[src/rtl/key_pulse_conditioner.sv]
// Debouncer for one synchronized key: clean held level plus press/release pulses.
// Optional auto-repeat of press_pulse while held: define KEY_PULSE_AUTOREPEAT_EN.
module key_pulse_conditioner #(
    parameter int unsigned DEBOUNCE_CYCLES = 250000,
    parameter int unsigned CNT_W           = 20
`ifdef KEY_PULSE_AUTOREPEAT_EN
    ,
    parameter int unsigned REPEAT_DELAY    = 15000000,
    parameter int unsigned REPEAT_PERIOD   = 5000000
`endif
) (
    input  logic CLK,
    input  logic RST_N,
    input  logic clr,
    input  logic key_in,
    output logic held,
    output logic press_pulse,
    output logic release_pulse
);

    typedef enum logic [1:0] {
        IDLE,
        PRESS_WAIT,
        HELD,
        RELEASE_WAIT
    } state_t;

    localparam logic [CNT_W-1:0] CNT_LAST = CNT_W'(DEBOUNCE_CYCLES - 1);
    localparam logic [CNT_W-1:0] CNT_ONE  = CNT_W'(1);
    localparam bit               ONE_SHOT = (DEBOUNCE_CYCLES == 1);

    state_t           state;
    logic [CNT_W-1:0] cnt;
    logic             rep_hit;

`ifdef KEY_PULSE_AUTOREPEAT_EN
    localparam int unsigned RW = CNT_W + 4;
    localparam logic [RW-1:0] REP_FIRST = RW'(REPEAT_DELAY - 1);
    localparam logic [RW-1:0] REP_NEXT  = RW'(REPEAT_PERIOD - 1);
    localparam logic [RW-1:0] REP_ONE   = RW'(1);

    logic [RW-1:0] rep_cnt;
    logic          rep_run;

    // First repeat waits the long delay, later ones the shorter period
    assign rep_hit = rep_run ? (rep_cnt == REP_NEXT) : (rep_cnt == REP_FIRST);

    // Repeat timer runs only while the key stays down in HELD
    always_ff @(posedge CLK or negedge RST_N) begin
        if (!RST_N) begin
            rep_cnt <= '0;
            rep_run <= 1'b0;
        end else if (clr || state != HELD || !key_in) begin
            rep_cnt <= '0;
            rep_run <= 1'b0;
        end else if (rep_hit) begin
            rep_cnt <= '0;
            rep_run <= 1'b1;
        end else begin
            rep_cnt <= rep_cnt + REP_ONE;
        end
    end
`else
    assign rep_hit = 1'b0;
`endif

    // Debounce FSM with registered level and edge pulses
    always_ff @(posedge CLK or negedge RST_N) begin
        if (!RST_N) begin
            state         <= IDLE;
            cnt           <= '0;
            held          <= 1'b0;
            press_pulse   <= 1'b0;
            release_pulse <= 1'b0;
        end else if (clr) begin
            state         <= IDLE;
            cnt           <= '0;
            held          <= 1'b0;
            press_pulse   <= 1'b0;
            release_pulse <= 1'b0;
        end else begin
            press_pulse   <= 1'b0;
            release_pulse <= 1'b0;
            unique case (state)
                IDLE: begin
                    if (!key_in) begin
                        cnt <= '0;
                    end else if (ONE_SHOT) begin
                        state       <= HELD;
                        cnt         <= '0;
                        held        <= 1'b1;
                        press_pulse <= 1'b1;
                    end else begin
                        state <= PRESS_WAIT;
                        cnt   <= CNT_ONE;
                    end
                end
                PRESS_WAIT: begin
                    if (!key_in) begin
                        state <= IDLE;
                        cnt   <= '0;
                    end else if (cnt == CNT_LAST) begin
                        state       <= HELD;
                        cnt         <= '0;
                        held        <= 1'b1;
                        press_pulse <= 1'b1;
                    end else begin
                        cnt <= cnt + CNT_ONE;
                    end
                end
                HELD: begin
                    if (key_in) begin
                        press_pulse <= rep_hit;
                    end else if (ONE_SHOT) begin
                        state         <= IDLE;
                        cnt           <= '0;
                        held          <= 1'b0;
                        release_pulse <= 1'b1;
                    end else begin
                        state <= RELEASE_WAIT;
                        cnt   <= CNT_ONE;
                    end
                end
                RELEASE_WAIT: begin
                    if (key_in) begin
                        state <= HELD;
                        cnt   <= '0;
                    end else if (cnt == CNT_LAST) begin
                        state         <= IDLE;
                        cnt           <= '0;
                        held          <= 1'b0;
                        release_pulse <= 1'b1;
                    end else begin
                        cnt <= cnt + CNT_ONE;
                    end
                end
                default: begin
                    state <= IDLE;
                    cnt   <= '0;
                    held  <= 1'b0;
                end
            endcase
        end
    end

endmodule
[config.mk]
export PLATFORM = sky130hd
export DESIGN_NAME = key_pulse_conditioner
export DESIGN_NICKNAME = d
export VERILOG_FILES = /design/src/rtl/key_pulse_conditioner.sv
export SDC_FILE = /design/constraint.sdc
export NUM_CORES = 1
export LEC_CHECK = 0
export CAP_MARGIN = 20
export CORE_MARGIN = 4
export CORE_UTILIZATION = 50
export DETAILED_ROUTE_END_ITERATION = 8
export PLACE_DENSITY = 0.74
export SYNTH_ARGS = -nofsm -noshare
export SYNTH_HDL_FRONTEND = slang
export SYNTH_SLANG_ARGS = --single-unit
export TNS_END_PERCENT = 10
[constraint.sdc]
create_clock -name CLK -period 3.2 [get_ports CLK]
set_input_delay 0.48 -clock CLK [delete_from_list [all_inputs] [get_ports CLK]]
set_output_delay 0.48 -clock CLK [all_outputs]
set_load 0.01 [all_outputs]
# --- Yosys cells after proc, flatten, opt, wreduce, memory -nomap -nowiden ---
# Index checks and enable logic that the tools add are counted.
# W data, S select, Z words.
op_classes:
  eq_ne: 12
  n_addsub: 1
  n_mux: 28
  reduce_logical: 4
ops:
  columns: ["cell", "count"]
  rows:
  - ["$mux W20", 5]
  - ["$pmux W20 S4", 1]
  - ["$add A20 B1 Y20 const B", 1]
  - ["$eq A20 B18 Y1 const B", 1]
  - ["$ne A3 B3 Y1 const B", 6]
  - ["$mux W2", 7]
  - ["$mux W1", 13]
  - ["$ne A4 B4 Y1 const B", 2]
  - ["$pmux W2 S4", 1]
  - ["$reduce_and A5 Y1", 1]
  - ["$eq A2 B2 Y1 const B", 2]
  - ["$reduce_and A4 Y1", 1]
  - ["$reduce_bool A3 Y1", 1]
  - ["$eq A2 B1 Y1 const B", 1]
  - ["$logic_not A2 Y1", 1]
  - ["$pmux W1 S2", 1]
word_totals:
  register_bits: 25
  out_inout_bits: 3
  elab_cells: 50

# --- Longest topological paths before layout ---
logic_depth:
  word_depth: 5
  mapped_depth: 6

# --- Worst setup path before layout ---
# No wires, ideal clock.
synth_timing:
  path_kind: "input port to flip-flop"
  from: "in key_in"
  to: "reg cnt[19]"
  setup_ps: 82
  required_ps: 3118
  setup_slack_ps: 1188
  arrival_ps: 1930
  cell_stages: 6
  path_cell_list: "buf_6 > and4bb_1 > or4_1 > buf_2 > or3_1 > a22oi_2"
synth_between:
  elab_chain_len: 3
  elab_cells_between_ends: 5
  classes_between: "eq/ne (1); mux (4)"
synth_lines:
  columns: ["item", "line_no", "text"]
  rows:
  - ["start, declared", "15", "input logic key_in,"]
  - ["$mux W20 (on tied branches)", "125, 99", null]
  - ["$pmux W20 S4", "84", "unique case (state)"]
  - ["$mux W20", "75", "end else if (clr) begin"]
  - ["end signal, assigned", "108", "cnt <= cnt + CNT_ONE;"]
  - ["end signal, assigned", "134", "cnt <= cnt + CNT_ONE;"]
  - ["end, declared", "33", "logic [CNT_W-1:0] cnt;"]
# Parallel ways exist; a longest one is shown, timed or not.
# A chain may end at the register's enable or synchronous reset.

# --- Worst setup path in the final report ---
layout_timing:
  from: "in key_in"
  to: "reg cnt[6]"
# The elaborated chain is that of the path after synthesis.

==> summary.txt <==
Top_reg_cell synth = dfrtp_1
CP Launch Type = input pin
Hpwl dp = 2300 µm
Largest net degree at the start of global routing = 26
WHS = 504 ps
Drt drc = 0
Ys async rst share = 100%
Worst EP required = 3410 ps
Worst Setup End Kind = flop
Syn. warnings = 0
Worst Path Max Fanout = 10
PwrDens = 314 nW/µm²
Syn-to-layout area delta = 6.91%
Final min period = 2400 ps
Gpl congestion = 0.842
GRT Resource Usage Total = 19.4%
PnR worst setup slack = 803 ps
Number of global-route vias before repair = 1190
Num rows = 19
Post-CTS Setup Inserts = 0
Setup TNS Final = 0 ps
Syn_nets = 166
First-pass GRT wire length = 5490 µm
Post-synth EDFFs = 0
R2R depth = 5
RSZ-0062 raised after global routing = no
Slew @ Worst Pin = 683 ps
Post-Syn Area = 1450 µm²
Clock Tree Buf Depth = 2
Worst setup path class = input pin to flop
I/O Buffers = 6
Latest clock arrival within the worst-skew pair = 320 ps
Fin crit share = 74.9%
Die area = 3820 µm²
Antenna violations before repair = 0
Placement Setup Slack = 492 ps
CTS tree = built
Crit-path max cell delay = 650 ps
Crit path launch = key_in
Reg-to-reg slack, setup = 960 ps
I/O pin count = 7
Nets = 171
Die Ht = 61.8 µm
Max-Cap Viols = 0
Delay-heaviest family, CP = buffers and inverters
HP Class = input pin to asynchronous set/reset pin
Final Core Density = 56.1%
GRT overflow = 0
Die W = 61.8 µm
WL final = 3180 µm
CTS H-tree lvls = 1
Final slew viol count = 0
ANT cells = 0
# setup viols final = 0
Initial core utilization = 52.5%
Yosys reg bits = 25
Max Freq = 417 MHz
Slowest CP cell = clkdlybuf4s50_1
Post-route clock skew = 2.49 ps
Vias per cell = 6.54
Final hold viol count = 0
Cells after Synth = 161
CTS Buf Count = 3
CTS Hold Buffers Added = 0
Worst Path Buf+Inv = 2
Vias = 1282
Critical R2R Launch = cnt[0]$_DFFE_PN0P_
Cell variety after synth = 40
Max-slew headroom = 54.1%
Root Buffer = clkbuf_4
CTS resizes = 0
VDD IR-drop max = 200 µV
Status = complete, no violations
Syn_area_per_cell = 8.99 µm²
Share of cells above drive strength 1 = 5.45%
Worst-path clk slew = 130 ps
Drt pass-1 iters = 4
Post-synthesis sequential area ratio = 43.2%
Core area = 2760 µm²
Iter 0 DRT Violations = 106
Static Leakage = 0.548 nW
Worst path cell trace = clkdlybuf4s50_1 -> xnor2_1 -> nor2_1 -> o21ai_1 -> buf_4 -> o311ai_0
Reg2reg end = cnt[16]$_DFFE_PN0P_
Clk sinks = 25
Post-route antenna net violation count = 0
Wirelength per Cell = 16.2 µm
Crit path DAT = 2600 ps
[cell type report]
cell class | instances | area, µm²
Tap cell | 31 | 38.8
Multi-Input combinational cell | 121 | 748
Fill cell | 252 | 1210
Sequential cell | 25 | 626
Clock buffer | 4 | 26.3
Inverter | 5 | 18.8
Timing Repair Buffer | 10 | 90.1
[synthesized netlist by cell type (2+ instances only)]
library cell | instances | area share [%]
and3_1 | 3 | 1.3
nand4_1 | 8 | 3.5
o311ai_0 | 2 | 1.2
dfrtp_1 | 25 | 43
nand2_1 | 14 | 3.6
inv_1 | 5 | 1.3
a21oi_1 | 6 | 2.1
or4_1 | 2 | 1.0
or3_1 | 8 | 3.5
nand2b_1 | 4 | 1.7
a22oi_1 | 5 | 2.6
xor2_1 | 2 | 1.2
xnor2_1 | 3 | 1.8
nor3b_1 | 3 | 1.6
a2111oi_0 | 2 | 1.2
nor3_1 | 4 | 1.4
clkbuf_1 | 3 | 0.78
nor4_1 | 7 | 3.0
o31ai_1 | 2 | 1.0
nor2_1 | 6 | 1.6
buf_2 | 4 | 1.4
o21ai_0 | 11 | 3.8
o2111ai_1 | 2 | 1.2
o211ai_1 | 3 | 1.6
nand3_1 | 12 | 4.1
[cells by family after synthesis]
logic type / synth area share (%)
AOI/OAI and AO/OA: 18.3
xor gates and xnor gates: 3.03
adders and majority gates: 0.864
buffers and inverters: 5.10
DFF: 43.2
muxes: 0.691
and+or+nand+nor: 28.8
[flip-flops by register name, summed over array words and instances (netlist names)]
signal	flops
press_pulse	1
cnt	20
state	2
release_pulse	1
held	1
[through the flow]
stage | instance area [µm²] | total power [mW] | cells
after floorplan | 1450 | 0.337 | 161
after global placement | 1520 | 0.350 | 192
after detailed placement | 1520 | 0.351 | 192
after CTS | 1550 | 0.491 | 196
after global routing | 1550 | 0.510 | 196
final | 1550 | 0.486 | 196
[per-layer routing]
layer | GRT usage, % | part of all wire [%] | up-vias
met5 | 0 | 0 | -
met4 | 7.27 | 0.57 | 0
met3 | 2.48 | 5.0 | 2
met2 | 29.9 | 46 | 41
met1 | 27.8 | 48 | 611
li1 | - | - | 628
[power breakdown]
| part | internal [mW] | total, mW | switching, mW |
|---|---|---|---|
| Clock | 0.0488 | 0.142 | 0.0928 |
| Sequential | 0.317 | 0.320 | 0.00228 |
| Combinational | 0.00850 | 0.0248 | 0.0163 |
| Total | 0.375 | 0.486 | 0.111 |
[cells in the final DEF (no fill, tap or decap), types with 6 or more instances in the layout]
master and instances:
dfrtp_1 25, nand2_1 14, nand3_1 12, o21ai_0 11, nand4_1 8, or3_1 8, nor4_1 7, nor2_1 6
a21oi_1 6, clkdlybuf4s50_1 6
[worst max-delay path by stage]
| stage | to | slack, ps | cells past startpoint |
|---|---|---|---|
| after floorplan | cnt[19]$_DFFE_PN0P_ | 1190 | 6 |
| after global placement | cnt[6]$_DFFE_PN0P_ | 530 | 6 |
| after detailed placement | cnt[6]$_DFFE_PN0P_ | 490 | 6 |
| after CTS | cnt[6]$_DFFE_PN0P_ | 810 | 6 |
| after global routing | cnt[6]$_DFFE_PN0P_ | 590 | 6 |
| final | cnt[6]$_DFFE_PN0P_ | 800 | 6 |
(Power assumes the default switching activity.)
